**config.mk**
```make
export PLATFORM = sky130hd
export DESIGN_NAME = defuse_array_scanner
export DESIGN_NICKNAME = d
export VERILOG_FILES = /design/src/rtl/defuse_array_scanner.sv
export SDC_FILE = /design/constraint.sdc
export NUM_CORES = 1
export LEC_CHECK = 0
export ABC_CLOCK_PERIOD_IN_PS = 42600
export BUFFER_PORTS_ARGS = -buffer_cell sky130_fd_sc_hd__buf_2
export CAP_MARGIN = 25
export CORE_AREA = 2 2 342 344
export DETAILED_ROUTE_END_ITERATION = 10
export DIE_AREA = 0 0 344 346
export GPL_TIMING_DRIVEN = 0
export PLACE_DENSITY = 0.46
export SYNTH_ARGS = -nofsm -noshare
export SYNTH_HDL_FRONTEND = slang
export SYNTH_SLANG_ARGS = --single-unit
```
**constraint.sdc**
```tcl
create_clock -name clk -period 42.6 [get_ports clk]
set_input_delay 12.78 -clock clk [delete_from_list [all_inputs] [get_ports clk]]
set_output_delay 12.78 -clock clk [all_outputs]
set_load 0.05 [all_outputs]
```
**src/rtl/defuse_array_scanner.sv**
```systemverilog
// Full-board defuse scanner: snapshots the board selected by `level`, walks it
// one cell per clock in row-major order, and reports defused/mine counts, the
// first mined-and-defused cell (1-based) and a board-cleared flag.
module defuse_array_scanner (
  input  logic                clk,
  input  logic                rst,
  input  logic [1:0]          level,
  input  logic                start,
  input  logic [7:0][7:0]     mine_arr_easy,
  input  logic [9:0][9:0]     mine_arr_medium,
  input  logic [15:0][15:0]   mine_arr_hard,
  input  logic [7:0][7:0]     defuse_arr_easy,
  input  logic [9:0][9:0]     defuse_arr_medium,
  input  logic [15:0][15:0]   defuse_arr_hard,
  output logic                busy,
  output logic                done,
  output logic [8:0]          defused_cnt,
  output logic [8:0]          mine_cnt,
  output logic                mine_hit,
  output logic [4:0]          hit_x,
  output logic [4:0]          hit_y,
  output logic                board_cleared
);

  typedef enum logic [1:0] {
    IDLE = 2'd0,
    SCAN = 2'd1,
    DONE = 2'd2
  } state_t;

  state_t            state;
  state_t            state_next;

  // Snapshot is always held as a 16x16 map; smaller boards occupy the
  // low corner and the rest stays zero.
  logic [15:0][15:0] snap_mine;
  logic [15:0][15:0] snap_defuse;
  logic [15:0][15:0] load_mine;
  logic [15:0][15:0] load_defuse;
  logic [1:0]        snap_level;

  logic [3:0]        x;
  logic [3:0]        y;
  logic [3:0]        last;
  logic [9:0]        area;
  logic              accept;
  logic              cell_mine;
  logic              cell_def;
  logic              cell_hit;
  logic              last_cell;
  logic [9:0]        total_final;
  logic              cleared_final;

  assign accept    = (state == IDLE) && start && (level != 2'd0);
  assign cell_mine = snap_mine[y][x];
  assign cell_def  = snap_defuse[y][x];
  assign cell_hit  = cell_mine & cell_def;
  assign last_cell = (x == last) && (y == last);
  assign busy      = (state != IDLE);
  assign done      = (state == DONE);

  // Board geometry of the snapshotted level
  always_comb begin
    last = 4'd15;
    area = 10'd256;
    case (snap_level)
      2'd1: begin
        last = 4'd7;
        area = 10'd64;
      end
      2'd2: begin
        last = 4'd9;
        area = 10'd100;
      end
      default: begin
        last = 4'd15;
        area = 10'd256;
      end
    endcase
  end

  // Final totals include the cell processed on the last edge
  always_comb begin
    total_final   = {1'b0, defused_cnt} + {9'b0, cell_def}
                  + {1'b0, mine_cnt} + {9'b0, cell_mine};
    cleared_final = !(mine_hit | cell_hit) && (total_final == area);
  end

  // Select and zero-pad the live arrays of the requested level
  always_comb begin
    load_mine   = '0;
    load_defuse = '0;
    case (level)
      2'd1: begin
        for (int unsigned r = 0; r < 8; r++) begin
          for (int unsigned c = 0; c < 8; c++) begin
            load_mine[r][c]   = mine_arr_easy[r][c];
            load_defuse[r][c] = defuse_arr_easy[r][c];
          end
        end
      end
      2'd2: begin
        for (int unsigned r = 0; r < 10; r++) begin
          for (int unsigned c = 0; c < 10; c++) begin
            load_mine[r][c]   = mine_arr_medium[r][c];
            load_defuse[r][c] = defuse_arr_medium[r][c];
          end
        end
      end
      2'd3: begin
        load_mine   = mine_arr_hard;
        load_defuse = defuse_arr_hard;
      end
      default: begin
        load_mine   = '0;
        load_defuse = '0;
      end
    endcase
  end

  // State register
  always_ff @(posedge clk) begin
    if (rst) state <= IDLE;
    else     state <= state_next;
  end

  // Next-state logic
  always_comb begin
    state_next = state;
    case (state)
      IDLE:    if (accept) state_next = SCAN;
      SCAN:    if (last_cell) state_next = DONE;
      DONE:    state_next = IDLE;
      default: state_next = IDLE;
    endcase
  end

  // Snapshot capture, cell walk and result accumulation
  always_ff @(posedge clk) begin
    if (rst) begin
      snap_level    <= '0;
      x             <= '0;
      y             <= '0;
      defused_cnt   <= '0;
      mine_cnt      <= '0;
      mine_hit      <= 1'b0;
      hit_x         <= '0;
      hit_y         <= '0;
      board_cleared <= 1'b0;
    end else begin
      case (state)
        IDLE: begin
          if (accept) begin
            snap_level    <= level;
            snap_mine     <= load_mine;
            snap_defuse   <= load_defuse;
            x             <= '0;
            y             <= '0;
            defused_cnt   <= '0;
            mine_cnt      <= '0;
            mine_hit      <= 1'b0;
            hit_x         <= '0;
            hit_y         <= '0;
            board_cleared <= 1'b0;
          end
        end
        SCAN: begin
          defused_cnt <= defused_cnt + {8'b0, cell_def};
          mine_cnt    <= mine_cnt + {8'b0, cell_mine};
          if (cell_hit && !mine_hit) begin
            mine_hit <= 1'b1;
            hit_x    <= {1'b0, x} + 5'd1;
            hit_y    <= {1'b0, y} + 5'd1;
          end
          if (x == last) begin
            x <= '0;
            y <= y + 4'd1;
          end else begin
            x <= x + 4'd1;
          end
          if (last_cell) board_cleared <= cleared_final;
        end
        default: ;
      endcase
    end
  end

endmodule

```
==> insert_results.sql, run 1 <==
INSERT INTO impl_metrics (metric_group, metric, value, unit) VALUES
('finish', 'design.final.nets', '3870', ''),
('timing', 'timing_worst_slew_pin_value', '1.11', 'ns'),
('placed_design', 'placed_area', '0.0355', 'mm2'),
('finish', 'final-seq-area', '0.0162', 'mm2'),
('setup_path', 'critical_path.max_fanout', '10', ''),
('synthesis', 'synth.lib_cells_used.distinct', '71', ''),
('placed_design', 'io_buffer_count', '876', ''),
('timing', 'final_hold_viol_count', '0', ''),
('synthesis', 'seq_area_frac_synth', '0.566', ''),
('synthesis', 'synth_seq_cells', '554', ''),
('setup_path', 'crit_end_category', 'flip-flop', ''),
('hold_path', 'tightest_hold_check_type', 'reg2reg', ''),
('detailed_routing', 'detailedRoute.firstIterationViolations', '2290', ''),
('floorplanning', 'floorplan.die_area', '0.119', 'mm2'),
('global_routing', 'grt_antenna_before_repair', '75', ''),
('setup_path', 'critical_path_class', 'in2reg', ''),
('placed_design', 'gp_routability_congestion', '0.876', ''),
('pwr', 'cellLeakagePower', '15.5', 'nW'),
('setup_path', 'startpoint_type', 'input port', ''),
('detailed_routing', 'drtAntennaViolNets', '0', ''),
('timing', 'setup-violations-final', '0', ''),
('placed_design', 'detailed_placement_hpwl', '126000', 'um'),
('placed_design', 'numPlacedInstances', '4451', ''),
('finish', 'final_cell_area', '0.0377', 'mm2'),
('detailed_routing', 'routed_wl', '158000', 'um'),
('synthesis', 'netlist_instances', '2021', ''),
('cts', 'ctsResizeCount', '0', ''),
('cts', 'cts_setup_buffers', '0', ''),
('global_routing', 'grt_first_pass_wirelength', '205000', 'um'),
('timing', 'relSlewSlack', '0.257', ''),
('synthesis', 'yosys_warnings', '0', ''),
('finish', 'layout-area-overhead-vs-synth', '31.8', '%'),
('synthesis', 'synth-edff-count', '512', ''),
('pwr', 'power.density', '37.3', 'mW/mm2'),
('setup_path', 'worst-endpoint-required', '43.09', 'ns'),
('cts', 'cts_root_buffer', 'sky130_fd_sc_hd__clkbuf_16', ''),
('floorplanning', 'die_width', '344', 'um'),
('cts', 'htreeDepth', '3', ''),
('timing', 'max_freq', '63.0', 'MHz'),
('global_routing', 'vias_in_the_first_global_route', '23151', ''),
('setup_path', 'timing.critical_path.arrival', '16.38', 'ns'),
('detailed_routing', 'route.detailed.vias_per_inst', '5.08', ''),
('finish', 'nFillCells', '11869', ''),
('timing', 'clock_skew', '0.0303', 'ns'),
('cts', 'clkSlewWorstSetupHoldPaths', '0.07', 'ns'),
('finish', 'layout-drive-gt1-share', '0.427', ''),
('global_routing', 'grt.total_usage', '0.259', ''),
('global_routing', 'grt_overflow', '0', ''),
('floorplanning', 'boundaryPins', '877', ''),
('outcome', 'status', 'finished clean', ''),
('synthesis', 'syn-cell-area', '0.0286', 'mm2'),
('detailed_routing', 'route.vias.total', '23356', ''),
('cts', 'cts.path.max_buffers', '3', ''),
('detailed_routing', 'first_pass_drt_iterations', '5', ''),
('finish', 'layoutNonFillerInstCount', '4594', ''),
('detailed_routing', 'drc', '0', ''),
('timing', 'post-route-min-period', '15.88', 'ns'),
('floorplanning', 'starting_density_of_the_core', '0.248', ''),
('synthesis', 'async_reset_ff_frac', '0', ''),
('cts', 'tritoncts', 'yes', ''),
('pwr', 'ir_drop_worst_case_vdd', '0.0000247', 'V'),
('floorplanning', 'coreArea', '0.115', 'mm2'),
('floorplanning', 'fp.dieH', '346', 'um'),
('timing', 'layout_worst_path_cycle_share', '0.373', ''),
('detailed_routing', 'wl_per_cell', '34.4', 'um'),
('synthesis', 'mapped_nets', '2894', ''),
('floorplanning', 'num_rows', '125', ''),
('synthesis', 'average_cell_area_after_synthesis', '14.2', 'um2'),
('synthesis', 'synth_ff_type', 'sky130_fd_sc_hd__edfxtp_1', ''),
('run', 'max_cap_viol_count', '0', ''),
('global_routing', 'largest_net_degree_at_the_start_of_global_routing', '34', ''),
('cts', 'ctsHoldBuffers', '0', ''),
('finish', 'multiInputGateArea', '0.0114', 'mm2'),
('cts', 'clkLatencyLatePin', '0.65', 'ns'),
('setup_path', 'ff2ff_setup_slack', '36.04', 'ns'),
('cts', 'clock-sinks', '554', ''),
('timing', 'finalMaxSlewViolations', '0', ''),
('cts', 'tritoncts.num_buffers', '68', ''),
('timing', 'setup_repair_after_global_routing_missed_its_margin', 'false', '');
layout by cell type, fill, tap and decap left out, types with 5 or more instances in the layout:
cell	count
sky130_fd_sc_hd__a21oi_1	41
sky130_fd_sc_hd__clkbuf_16	70
sky130_fd_sc_hd__buf_1	12
sky130_fd_sc_hd__nand3_1	33
sky130_fd_sc_hd__o21ai_0	16
sky130_fd_sc_hd__and3_1	315
sky130_fd_sc_hd__edfxtp_1	512
sky130_fd_sc_hd__o211ai_1	5
sky130_fd_sc_hd__nor2b_1	88
sky130_fd_sc_hd__clkinv_1	11
sky130_fd_sc_hd__dfxtp_1	42
sky130_fd_sc_hd__mux4_1	20
sky130_fd_sc_hd__bufinv_16	5
sky130_fd_sc_hd__xnor2_1	8
sky130_fd_sc_hd__a22o_1	130
sky130_fd_sc_hd__nor3_1	5
sky130_fd_sc_hd__mux2i_1	121
sky130_fd_sc_hd__diode_2	22
sky130_fd_sc_hd__mux4_2	100
sky130_fd_sc_hd__mux2_2	132
sky130_fd_sc_hd__buf_2	895
sky130_fd_sc_hd__or2_2	7
sky130_fd_sc_hd__xor2_1	5
sky130_fd_sc_hd__buf_6	15
sky130_fd_sc_hd__nor2_1	53
sky130_fd_sc_hd__a31oi_1	9
sky130_fd_sc_hd__buf_4	10
sky130_fd_sc_hd__clkbuf_1	141
sky130_fd_sc_hd__buf_8	9
sky130_fd_sc_hd__clkinv_2	10
sky130_fd_sc_hd__a22oi_1	22
sky130_fd_sc_hd__nand2b_1	8
sky130_fd_sc_hd__inv_1	7
sky130_fd_sc_hd__buf_12	20
sky130_fd_sc_hd__ha_1	26
sky130_fd_sc_hd__nand2_1	51
final timing paths:
check,endpoint,cells past startpoint,from
hold / removal,hit_y[2]$_SDFFE_PP0P_,2,hit_y[2]$_SDFFE_PP0P_
setup reg to reg,board_cleared$_SDFFE_PP0P_,20,y[2]$_SDFFE_PP0P_
setup / recovery,snap_mine[197]$_SDFFCE_PN0P_,7,level[0]
hold reg to reg,hit_y[2]$_SDFFE_PP0P_,2,hit_y[2]$_SDFFE_PP0P_
through the flow:
step                setup TNS [ns]  worst slack (ns)  utilization  power [mW]  hold WS [ns]
global route                     0             26.84        0.327        1.45         0.502
finish                           0             26.72        0.327        1.41         0.467
global placement          -2408.65             -4.81        0.303       0.857         0.457
floorplan                        0              6.64            -       0.741         0.454
CTS                              0             26.84        0.326        1.41         0.475
detailed placement               0             26.14        0.308       0.835         0.467
logic make-up (layout without fill, tap and decap cells):
group / Yosys count / in the layout / synth area share
adders and majority gates: 28 / 28 / 0.0128
buffers and inverters: 196 / 1223 / 0.0339
other: 0 / 22 / 0
AOI/OAI and AO/OA: 267 / 267 / 0.0725
and+or+nand+nor: 590 / 590 / 0.119
xor gates and xnor gates: 13 / 13 / 0.00398
DFF: 554 / 554 / 0.566
muxes: 373 / 373 / 0.191
Yosys cell counts (all sizes together) (3+ instances only):
master | count | share of area
a2111oi | 4 | 0.0013
and3 | 315 | 0.069
mux4 | 120 | 0.097
nand2 | 51 | 0.0067
nand3b | 4 | 0.0010
nor2 | 55 | 0.0073
nor3 | 5 | 0.00087
or4 | 3 | 0.00079
a22oi | 22 | 0.0058
o211ai | 5 | 0.0013
xor2 | 5 | 0.0015
and2 | 4 | 0.00087
nand2b | 8 | 0.0017
dfxtp | 42 | 0.029
mux2 | 132 | 0.052
xnor2 | 8 | 0.0024
edfxtp | 512 | 0.54
a21oi | 41 | 0.0072
a31oi | 10 | 0.0024
nor2b | 88 | 0.019
o2111ai | 4 | 0.0014
nand3 | 33 | 0.0058
nand4 | 4 | 0.00087
inv | 8 | 0.0010
clkbuf | 129 | 0.017
ha | 26 | 0.011
buf | 59 | 0.016
a32oi | 4 | 0.0012
a221oi | 3 | 0.00092
a22o | 130 | 0.040
o21ai | 17 | 0.0030
or2 | 7 | 0.0015
a211oi | 4 | 0.0012
mux2i | 121 | 0.042
a311oi | 4 | 0.0014
where the power goes:
| group | switching, mW | total, mW | internal, mW |
|---|---|---|---|
| clock network | 0.247 | 0.582 | 0.335 |
| logic | 0.113 | 0.197 | 0.0835 |
| registers | 0.00694 | 0.628 | 0.621 |
worst max-delay path, cell delays in order:
cell and delay (ns):
sky130_fd_sc_hd__buf_2 0.23, sky130_fd_sc_hd__clkbuf_1 0.63, sky130_fd_sc_hd__clkbuf_1 0.55, sky130_fd_sc_hd__buf_8 0.23, sky130_fd_sc_hd__buf_1 0.75, sky130_fd_sc_hd__clkbuf_1 0.82
sky130_fd_sc_hd__and3_1 0.35
flip-flops by register name (all words and copies together), names as in the netlist:
signal / flops
y: 4
snap_defuse: 256
snap_mine: 256
defused_cnt: 9
hit_x: 5
mine_cnt: 9
board_cleared: 1
state: 2
x: 4
mine_hit: 1
snap_level: 2
hit_y: 5
cell type report:
| type | count | share of cell area |
|---|---|---|
| flip-flops and latches | 554 | 0.430 |
| multi-input cells | 1271 | 0.304 |
| repair buffers | 906 | 0.131 |
| well taps | 1524 | 0.0505 |
| clock buffers | 85 | 0.0482 |
| plain buffers | 188 | 0.0250 |
| clock inverters | 36 | 0.00925 |
| diodes | 22 | 0.00146 |
| inverters | 8 | 0.000796 |
per-layer routing:
metal | vias up | global-route usage | part of all wire
met5 | - | 0 | 0.0015
met4 | 34 | 0.0616 | 0.025
met3 | 214 | 0.0510 | 0.071
met2 | 1190 | 0.429 | 0.48
met1 | 11876 | 0.346 | 0.42
li1 | 10042 | - | -
No activity file was read; power rests on OpenSTA's default activity.
==> run 2: changes to the inputs <==
--- a/config.mk
+++ b/config.mk
@@ -5,7 +5,7 @@
 export SDC_FILE = /design/constraint.sdc
 export NUM_CORES = 1
 export LEC_CHECK = 0
-export ABC_CLOCK_PERIOD_IN_PS = 42600
+export ABC_CLOCK_PERIOD_IN_PS = 16250
 export BUFFER_PORTS_ARGS = -buffer_cell sky130_fd_sc_hd__buf_2
 export CAP_MARGIN = 25
 export CORE_AREA = 2 2 342 344
==> constraint.sdc (replaced) <==
create_clock -name clk -period 16.25 [get_ports clk]
set_input_delay 4.875 -clock clk [delete_from_list [all_inputs] [get_ports clk]]
set_output_delay 4.875 -clock clk [all_outputs]
set_load 0.05 [all_outputs]
==> insert_results.sql, run 2 (same netlist as run 1, synthesis figures left out) <==
INSERT INTO impl_metrics (metric_group, metric, value, unit) VALUES
('timing', 'layout_worst_path_cycle_share', '0.474', ''),
('setup_path', 'critical_path_class', 'in2reg', ''),
('run', 'max_cap_viol_count', '0', ''),
('pwr', 'cellLeakagePower', '15.5', 'nW'),
('setup_path', 'startpoint_type', 'input port', ''),
('global_routing', 'vias_in_the_first_global_route', '23198', ''),
('finish', 'design.final.nets', '3865', ''),
('placed_design', 'placement.setup.worst_slack', '7.84', 'ns'),
('floorplanning', 'coreArea', '0.115', 'mm2'),
('detailed_routing', 'wl_per_cell', '34.6', 'um'),
('finish', 'multiInputGateArea', '0.0114', 'mm2'),
('timing', 'clock_skew', '0.0402', 'ns'),
('finish', 'layout_common_cells', 'sky130_fd_sc_hd__buf_2 (895), sky130_fd_sc_hd__edfxtp_1 (512), sky130_fd_sc_hd__and3_1 (315)', ''),
('placed_design', 'detailed_placement_hpwl', '127000', 'um'),
('cts', 'cts.path.max_buffers', '3', ''),
('finish', 'reg_top3', 'snap_defuse x256, snap_mine x256', ''),
('timing', 'setup_total_negative_slack', '0', 'ns'),
('timing', 'finalWorstSetupSlack', '8.54', 'ns'),
('hold_path', 'tightest_hold_check_type', 'reg2reg', ''),
('pwr', 'power.density', '98.3', 'mW/mm2'),
('floorplanning', 'die_width', '344', 'um'),
('global_routing', 'grt.total_usage', '0.260', ''),
('global_routing', 'grt_antenna_before_repair', '92', ''),
('cts', 'ctsHoldBuffers', '0', ''),
('cts', 'htreeDepth', '3', ''),
('cts', 'cts_setup_buffers', '0', ''),
('detailed_routing', 'route.vias.total', '23489', ''),
('outcome', 'failed_checks', 'DRC', ''),
('finish', 'utilization', '0.327', ''),
('cts', 'cts_root_buffer', 'sky130_fd_sc_hd__clkbuf_16', ''),
('placed_design', 'gp_routability_congestion', '0.880', ''),
('pwr', 'power_switching_share', '0.263', ''),
('setup_path', 'crit_end_category', 'flip-flop', ''),
('floorplanning', 'starting_density_of_the_core', '0.248', ''),
('global_routing', 'grt_overflow', '0', ''),
('pwr', 'power.share.sequential', '0.444', ''),
('detailed_routing', 'detailedRoute.firstIterationViolations', '2292', ''),
('timing', 'finalMaxSlewViolations', '0', ''),
('timing', 'max_freq', '130', 'MHz'),
('global_routing', 'largest_net_degree_at_the_start_of_global_routing', '36', ''),
('pwr', 'final_total_power', '3.70', 'mW'),
('cts', 'clkLatencyLatePin', '0.66', 'ns'),
('floorplanning', 'fp.dieH', '346', 'um'),
('pwr', 'power.share.combinational', '0.138', ''),
('pwr', 'ir_drop_worst_case_vdd', '0.0000633', 'V'),
('floorplanning', 'boundaryPins', '877', ''),
('cts', 'tritoncts', 'yes', ''),
('cts', 'ctsResizeCount', '0', ''),
('floorplanning', 'num_rows', '125', ''),
('global_routing', 'grt_first_pass_wirelength', '206000', 'um'),
('timing', 'setup_repair_after_global_routing_missed_its_margin', 'false', ''),
('setup_path', 'timing.critical_path.arrival', '8.07', 'ns'),
('detailed_routing', 'drtAntennaViolNets', '0', ''),
('floorplanning', 'floorplan.die_area', '0.119', 'mm2'),
('finish', 'layout_commonest_cell', 'sky130_fd_sc_hd__buf_2', ''),
('timing', 'setup-violations-final', '0', ''),
('outcome', 'status', 'finished, violations left', ''),
('pwr', 'cell_internal_power', '2.73', 'mW'),
('timing', 'final_hold_viol_count', '0', ''),
('pwr', 'power.clock.fraction', '0.418', ''),
('cts', 'clkSlewWorstSetupHoldPaths', '0.06', 'ns'),
('finish', 'layout-drive-gt1-share', '0.427', ''),
('finish', 'nFillCells', '11925', ''),
('placed_design', 'placed_area', '0.0354', 'mm2'),
('setup_path', 'critical_path.max_fanout', '10', ''),
('detailed_routing', 'routed_wl', '159000', 'um'),
('cts', 'tritoncts.num_buffers', '68', ''),
('setup_path', 'worst-endpoint-required', '16.61', 'ns'),
('cts', 'clock-sinks', '554', ''),
('detailed_routing', 'first_pass_drt_iterations', '8', ''),
('timing', 'post-route-min-period', '7.71', 'ns'),
('detailed_routing', 'route.detailed.vias_per_inst', '5.11', ''),
('detailed_routing', 'drc', '4', ''),
('pwr', 'p_switching', '973', 'uW'),
('finish', 'layout-area-overhead-vs-synth', '31.7', '%'),
('timing', 'timing_worst_slew_pin_value', '1.10', 'ns'),
('finish', 'final-seq-area', '0.0162', 'mm2'),
('placed_design', 'io_buffer_count', '876', ''),
('timing', 'relSlewSlack', '0.268', ''),
('finish', 'final_cell_area', '0.0377', 'mm2');
==> run 2: cell count changes in the layout (fill, tap and decap cells not counted), sizes merged <==
| cell | change |
|---|---|
| buf | -5 |
| diode | +9 |
| clkbuf | -1 |
| clkinv | -3 |
| clkinvlp | +2 |
| inv | +1 |
==> run 2: stage by stage <==
step	std cells	hold WS [ns]
final	4597	0.469
after global routing	4575	0.499
after global placement	4421	0.464
after CTS	4565	0.471
after detailed placement	4445	0.461
after floorplan	2021	0.454
==> run 2: path summary, 6_finish.rpt <==
kind                                              endpoint                   from  slack [ns]  cells after the start
worst min register to register       hit_x[2]$_SDFFE_PP0P_  hit_x[2]$_SDFFE_PP0P_        0.47                      2
worst min-delay path                 hit_x[2]$_SDFFE_PP0P_  hit_x[2]$_SDFFE_PP0P_        0.47                      2
worst max register to register  board_cleared$_SDFFE_PP0P_      y[2]$_SDFFE_PP0P_        9.69                     21
worst max-delay path              snap_mine[133]$_DFFE_PP_               level[0]        8.54                      6
==> run 2: metal layers <==
metal,global-route usage,vias up,share of wire
li1,-,10025,-
met1,0.347,11996,0.43
met2,0.430,1198,0.48
met3,0.0542,224,0.070
met4,0.0563,46,0.020
met5,0,-,0.0019
==> run 2: final cells by class <==
type / instances / area share
Multi-Input combinational cell: 1271 / 0.304
Tap cell: 1524 / 0.0506
Inverter: 8 / 0.000796
Sequential cell: 554 / 0.430
Antenna cell: 31 / 0.00206
Clock buffer: 84 / 0.0485
Buffer: 188 / 0.0251
Clock inverter: 36 / 0.0101
Timing Repair Buffer: 901 / 0.129
==> run 2: worst max-delay path: stages <==
cell and delay [ns]:
sky130_fd_sc_hd__buf_2 0.22, sky130_fd_sc_hd__clkbuf_1 0.64, sky130_fd_sc_hd__buf_2 0.67, sky130_fd_sc_hd__buf_2 0.64
sky130_fd_sc_hd__mux2i_1 0.85, sky130_fd_sc_hd__nor2b_1 0.12
==> run 2: power by group through the flow <==
stage | Clock, mW | Combinational, mW | Sequential, mW
finish | 1.55 | 0.512 | 1.65
global route | 1.62 | 0.541 | 1.65
floorplan | 0 | 0.225 | 1.69
detailed placement | 0 | 0.512 | 1.67
CTS | 1.57 | 0.514 | 1.65
global placement | 0 | 0.497 | 1.70
==> run 3: changes to the inputs <==
--- a/config.mk
+++ b/config.mk
@@ -5,7 +5,7 @@
 export SDC_FILE = /design/constraint.sdc
 export NUM_CORES = 1
 export LEC_CHECK = 0
-export ABC_CLOCK_PERIOD_IN_PS = 16250
+export ABC_CLOCK_PERIOD_IN_PS = 7750
 export BUFFER_PORTS_ARGS = -buffer_cell sky130_fd_sc_hd__buf_2
 export CAP_MARGIN = 25
 export CORE_AREA = 2 2 342 344
==> constraint.sdc (replaced) <==
create_clock -name clk -period 7.75 [get_ports clk]
set_input_delay 2.325 -clock clk [delete_from_list [all_inputs] [get_ports clk]]
set_output_delay 2.325 -clock clk [all_outputs]
set_load 0.05 [all_outputs]
==> insert_results.sql, run 3 (same netlist as run 1, synthesis figures left out) <==
INSERT INTO impl_metrics (metric_group, metric, value, unit) VALUES
('pwr', 'power.share.combinational', '0.136', ''),
('timing', 'setup-violations-final', '0', ''),
('detailed_routing', 'first_pass_drt_iterations', '7', ''),
('timing', 'fin_hold_ws', '0.471', 'ns'),
('finish', 'utilization', '0.329', ''),
('outcome', 'status', 'finished clean', ''),
('floorplanning', 'fp.dieH', '346', 'um'),
('finish', 'layout-drive-gt1-share', '0.430', ''),
('floorplanning', 'coreArea', '0.115', 'mm2'),
('floorplanning', 'starting_density_of_the_core', '0.248', ''),
('cts', 'clock-sinks', '554', ''),
('setup_path', 'r2r_cells', '21', ''),
('pwr', 'ir_drop_worst_case_vdd', '0.000147', 'V'),
('floorplanning', 'die_width', '344', 'um'),
('hold_path', 'hold_path_startpoint', 'hit_y[2]$_SDFFE_PP0P_', ''),
('finish', 'layoutNonFillerInstCount', '4604', ''),
('timing', 'clock_skew', '0.0372', 'ns'),
('finish', 'design.final.nets', '3869', ''),
('timing', 'setup_total_negative_slack', '0', 'ns'),
('cts', 'tritoncts', 'yes', ''),
('cts', 'clkLatencyLatePin', '0.66', 'ns'),
('finish', 'layout-area-overhead-vs-synth', '32.5', '%'),
('cts', 'ctsHoldBuffers', '0', ''),
('detailed_routing', 'wl_per_cell', '34.2', 'um'),
('floorplanning', 'floorplan.die_area', '0.119', 'mm2'),
('hold_path', 'tightest_hold_check_type', 'reg2reg', ''),
('pwr', 'power.share.sequential', '0.434', ''),
('placed_design', 'detailed_placement_hpwl', '127000', 'um'),
('cts', 'ctsResizeCount', '0', ''),
('finish', 'final-seq-area', '0.0162', 'mm2'),
('global_routing', 'grt_antenna_before_repair', '80', ''),
('hold_path', 'worst_hold_path.endpoint', 'hit_y[2]$_SDFFE_PP0P_', ''),
('placed_design', 'gp_routability_congestion', '0.877', ''),
('cts', 'cts.path.max_buffers', '3', ''),
('setup_path', 'timing.critical_path.arrival', '7.25', 'ns'),
('run', 'max_cap_viol_count', '0', ''),
('finish', 'layout_common_cells', 'sky130_fd_sc_hd__buf_2 (894), sky130_fd_sc_hd__edfxtp_1 (512), sky130_fd_sc_hd__and3_1 (315)', ''),
('setup_path', 'ff2ff_setup_slack', '1.07', 'ns'),
('pwr', 'p_switching', '2.08', 'mW'),
('detailed_routing', 'drtAntennaViolNets', '0', ''),
('setup_path', 'critical_path.max_fanout', '10', ''),
('timing', 'max_freq', '150', 'MHz'),
('finish', 'multiInputGateArea', '0.0115', 'mm2'),
('finish', 'layout_commonest_cell', 'sky130_fd_sc_hd__buf_2', ''),
('setup_path', 'r2r-end', 'board_cleared$_SDFFE_PP0P_', ''),
('timing', 'finalMaxSlewViolations', '0', ''),
('detailed_routing', 'route.vias.total', '23219', ''),
('finish', 'nFillCells', '11777', ''),
('pwr', 'cell_internal_power', '5.86', 'mW'),
('cts', 'cts_setup_buffers', '0', ''),
('global_routing', 'grt_first_pass_wirelength', '204000', 'um'),
('floorplanning', 'num_rows', '125', ''),
('cts', 'tritoncts.num_buffers', '71', ''),
('setup_path', 'crit_end_category', 'flip-flop', ''),
('timing', 'setup_repair_after_global_routing_missed_its_margin', 'false', ''),
('detailed_routing', 'route.detailed.vias_per_inst', '5.04', ''),
('detailed_routing', 'drc', '0', ''),
('pwr', 'power_switching_share', '0.262', ''),
('pwr', 'cellLeakagePower', '15.6', 'nW'),
('timing', 'post-route-min-period', '6.68', 'ns'),
('setup_path', 'critical_path_class', 'reg2reg', ''),
('setup_path', 'critical_path.reg2reg.startpoint', 'y[2]$_SDFFE_PP0P_', ''),
('timing', 'finalWorstSetupSlack', '1.07', 'ns'),
('floorplanning', 'boundaryPins', '877', ''),
('hold_path', 'worstHoldPathCells', '2', ''),
('timing', 'layout_worst_path_cycle_share', '0.862', ''),
('setup_path', 'worst-endpoint-required', '8.32', 'ns'),
('global_routing', 'vias_in_the_first_global_route', '23340', ''),
('cts', 'cts_root_buffer', 'sky130_fd_sc_hd__clkbuf_16', ''),
('timing', 'relSlewSlack', '0.289', ''),
('placed_design', 'placed_area', '0.0355', 'mm2'),
('timing', 'timing_worst_slew_pin_value', '1.07', 'ns'),
('pwr', 'power.density', '209', 'mW/mm2'),
('cts', 'clkSlewWorstSetupHoldPaths', '0.06', 'ns'),
('detailed_routing', 'routed_wl', '157000', 'um'),
('placed_design', 'placement.setup.worst_slack', '0.837', 'ns'),
('placed_design', 'io_buffer_count', '876', ''),
('finish', 'reg_top3', 'snap_defuse x256, snap_mine x256', ''),
('global_routing', 'grt.total_usage', '0.257', ''),
('placed_design', 'numPlacedInstances', '4447', ''),
('setup_path', 'startpoint_type', 'flip-flop', ''),
('cts', 'htreeDepth', '3', ''),
('timing', 'final_hold_viol_count', '0', ''),
('global_routing', 'largest_net_degree_at_the_start_of_global_routing', '35', ''),
('detailed_routing', 'detailedRoute.firstIterationViolations', '2150', ''),
('pwr', 'power.clock.fraction', '0.430', ''),
('finish', 'final_cell_area', '0.0379', 'mm2'),
('pwr', 'final_total_power', '7.94', 'mW'),
('global_routing', 'grt_overflow', '0', '');
run 3: critical path, stage by stage (launching register included):
cell and delay, ns:
sky130_fd_sc_hd__dfxtp_1 0.30, sky130_fd_sc_hd__buf_4 0.25, sky130_fd_sc_hd__buf_4 0.35, sky130_fd_sc_hd__buf_2 0.62
sky130_fd_sc_hd__mux4_2 0.42, sky130_fd_sc_hd__mux2i_1 0.64, sky130_fd_sc_hd__o221ai_1 0.23, sky130_fd_sc_hd__a31oi_1 0.20
sky130_fd_sc_hd__a22oi_1 0.19, sky130_fd_sc_hd__mux2_2 0.37, sky130_fd_sc_hd__fa_1 0.46, sky130_fd_sc_hd__ha_1 0.25
sky130_fd_sc_hd__fa_1 0.47, sky130_fd_sc_hd__a21o_1 0.18, sky130_fd_sc_hd__a21oi_1 0.23, sky130_fd_sc_hd__o21bai_1 0.10
sky130_fd_sc_hd__a21oi_1 0.18, sky130_fd_sc_hd__xnor2_1 0.12, sky130_fd_sc_hd__or4b_2 0.64, sky130_fd_sc_hd__o211ai_1 0.13
sky130_fd_sc_hd__a32oi_1 0.13, sky130_fd_sc_hd__nor2_1 0.09
run 3: worst max path at each step:
stage                            endpoint  depth (start not counted)         startpoint
2_1_floorplan    snap_defuse[0]$_DFFE_PP_                          5              start
3_3_place_gp      snap_mine[39]$_DFFE_PP_                          4           level[0]
3_5_place_dp   board_cleared$_SDFFE_PP0P_                         21  y[2]$_SDFFE_PP0P_
4_1_cts        board_cleared$_SDFFE_PP0P_                         21  y[2]$_SDFFE_PP0P_
5_1_grt        board_cleared$_SDFFE_PP0P_                         21  y[2]$_SDFFE_PP0P_
6_report       board_cleared$_SDFFE_PP0P_                         21  y[2]$_SDFFE_PP0P_
run 3: final cells by class:
class                      count  share of cell area
clock buffer                  81              0.0484
inverter                       8            0.000990
timing repair buffer         902               0.130
antenna                       26             0.00172
clock inverter                50              0.0136
tap                         1524              0.0503
sequential                   554               0.428
multi-input combinational   1271               0.302
buffer                       188              0.0251
run 3: power groups by stage:
stage	clock, mW	sequential, mW	combinational, mW
5_1_grt	3.57	3.46	1.14
4_1_cts	3.46	3.45	1.09
3_3_place_gp	0	3.56	1.05
2_1_floorplan	0	3.53	0.475
3_5_place_dp	0	3.51	1.08
6_report	3.41	3.45	1.08
run 3: per-layer routing:
layer / vias to the layer above / part of all wire / track usage
met5: - / 0.0011 / 0
met4: 30 / 0.025 / 0.0669
met3: 237 / 0.070 / 0.0520
met2: 1082 / 0.48 / 0.425
met1: 11827 / 0.42 / 0.342
li1: 10043 / - / -
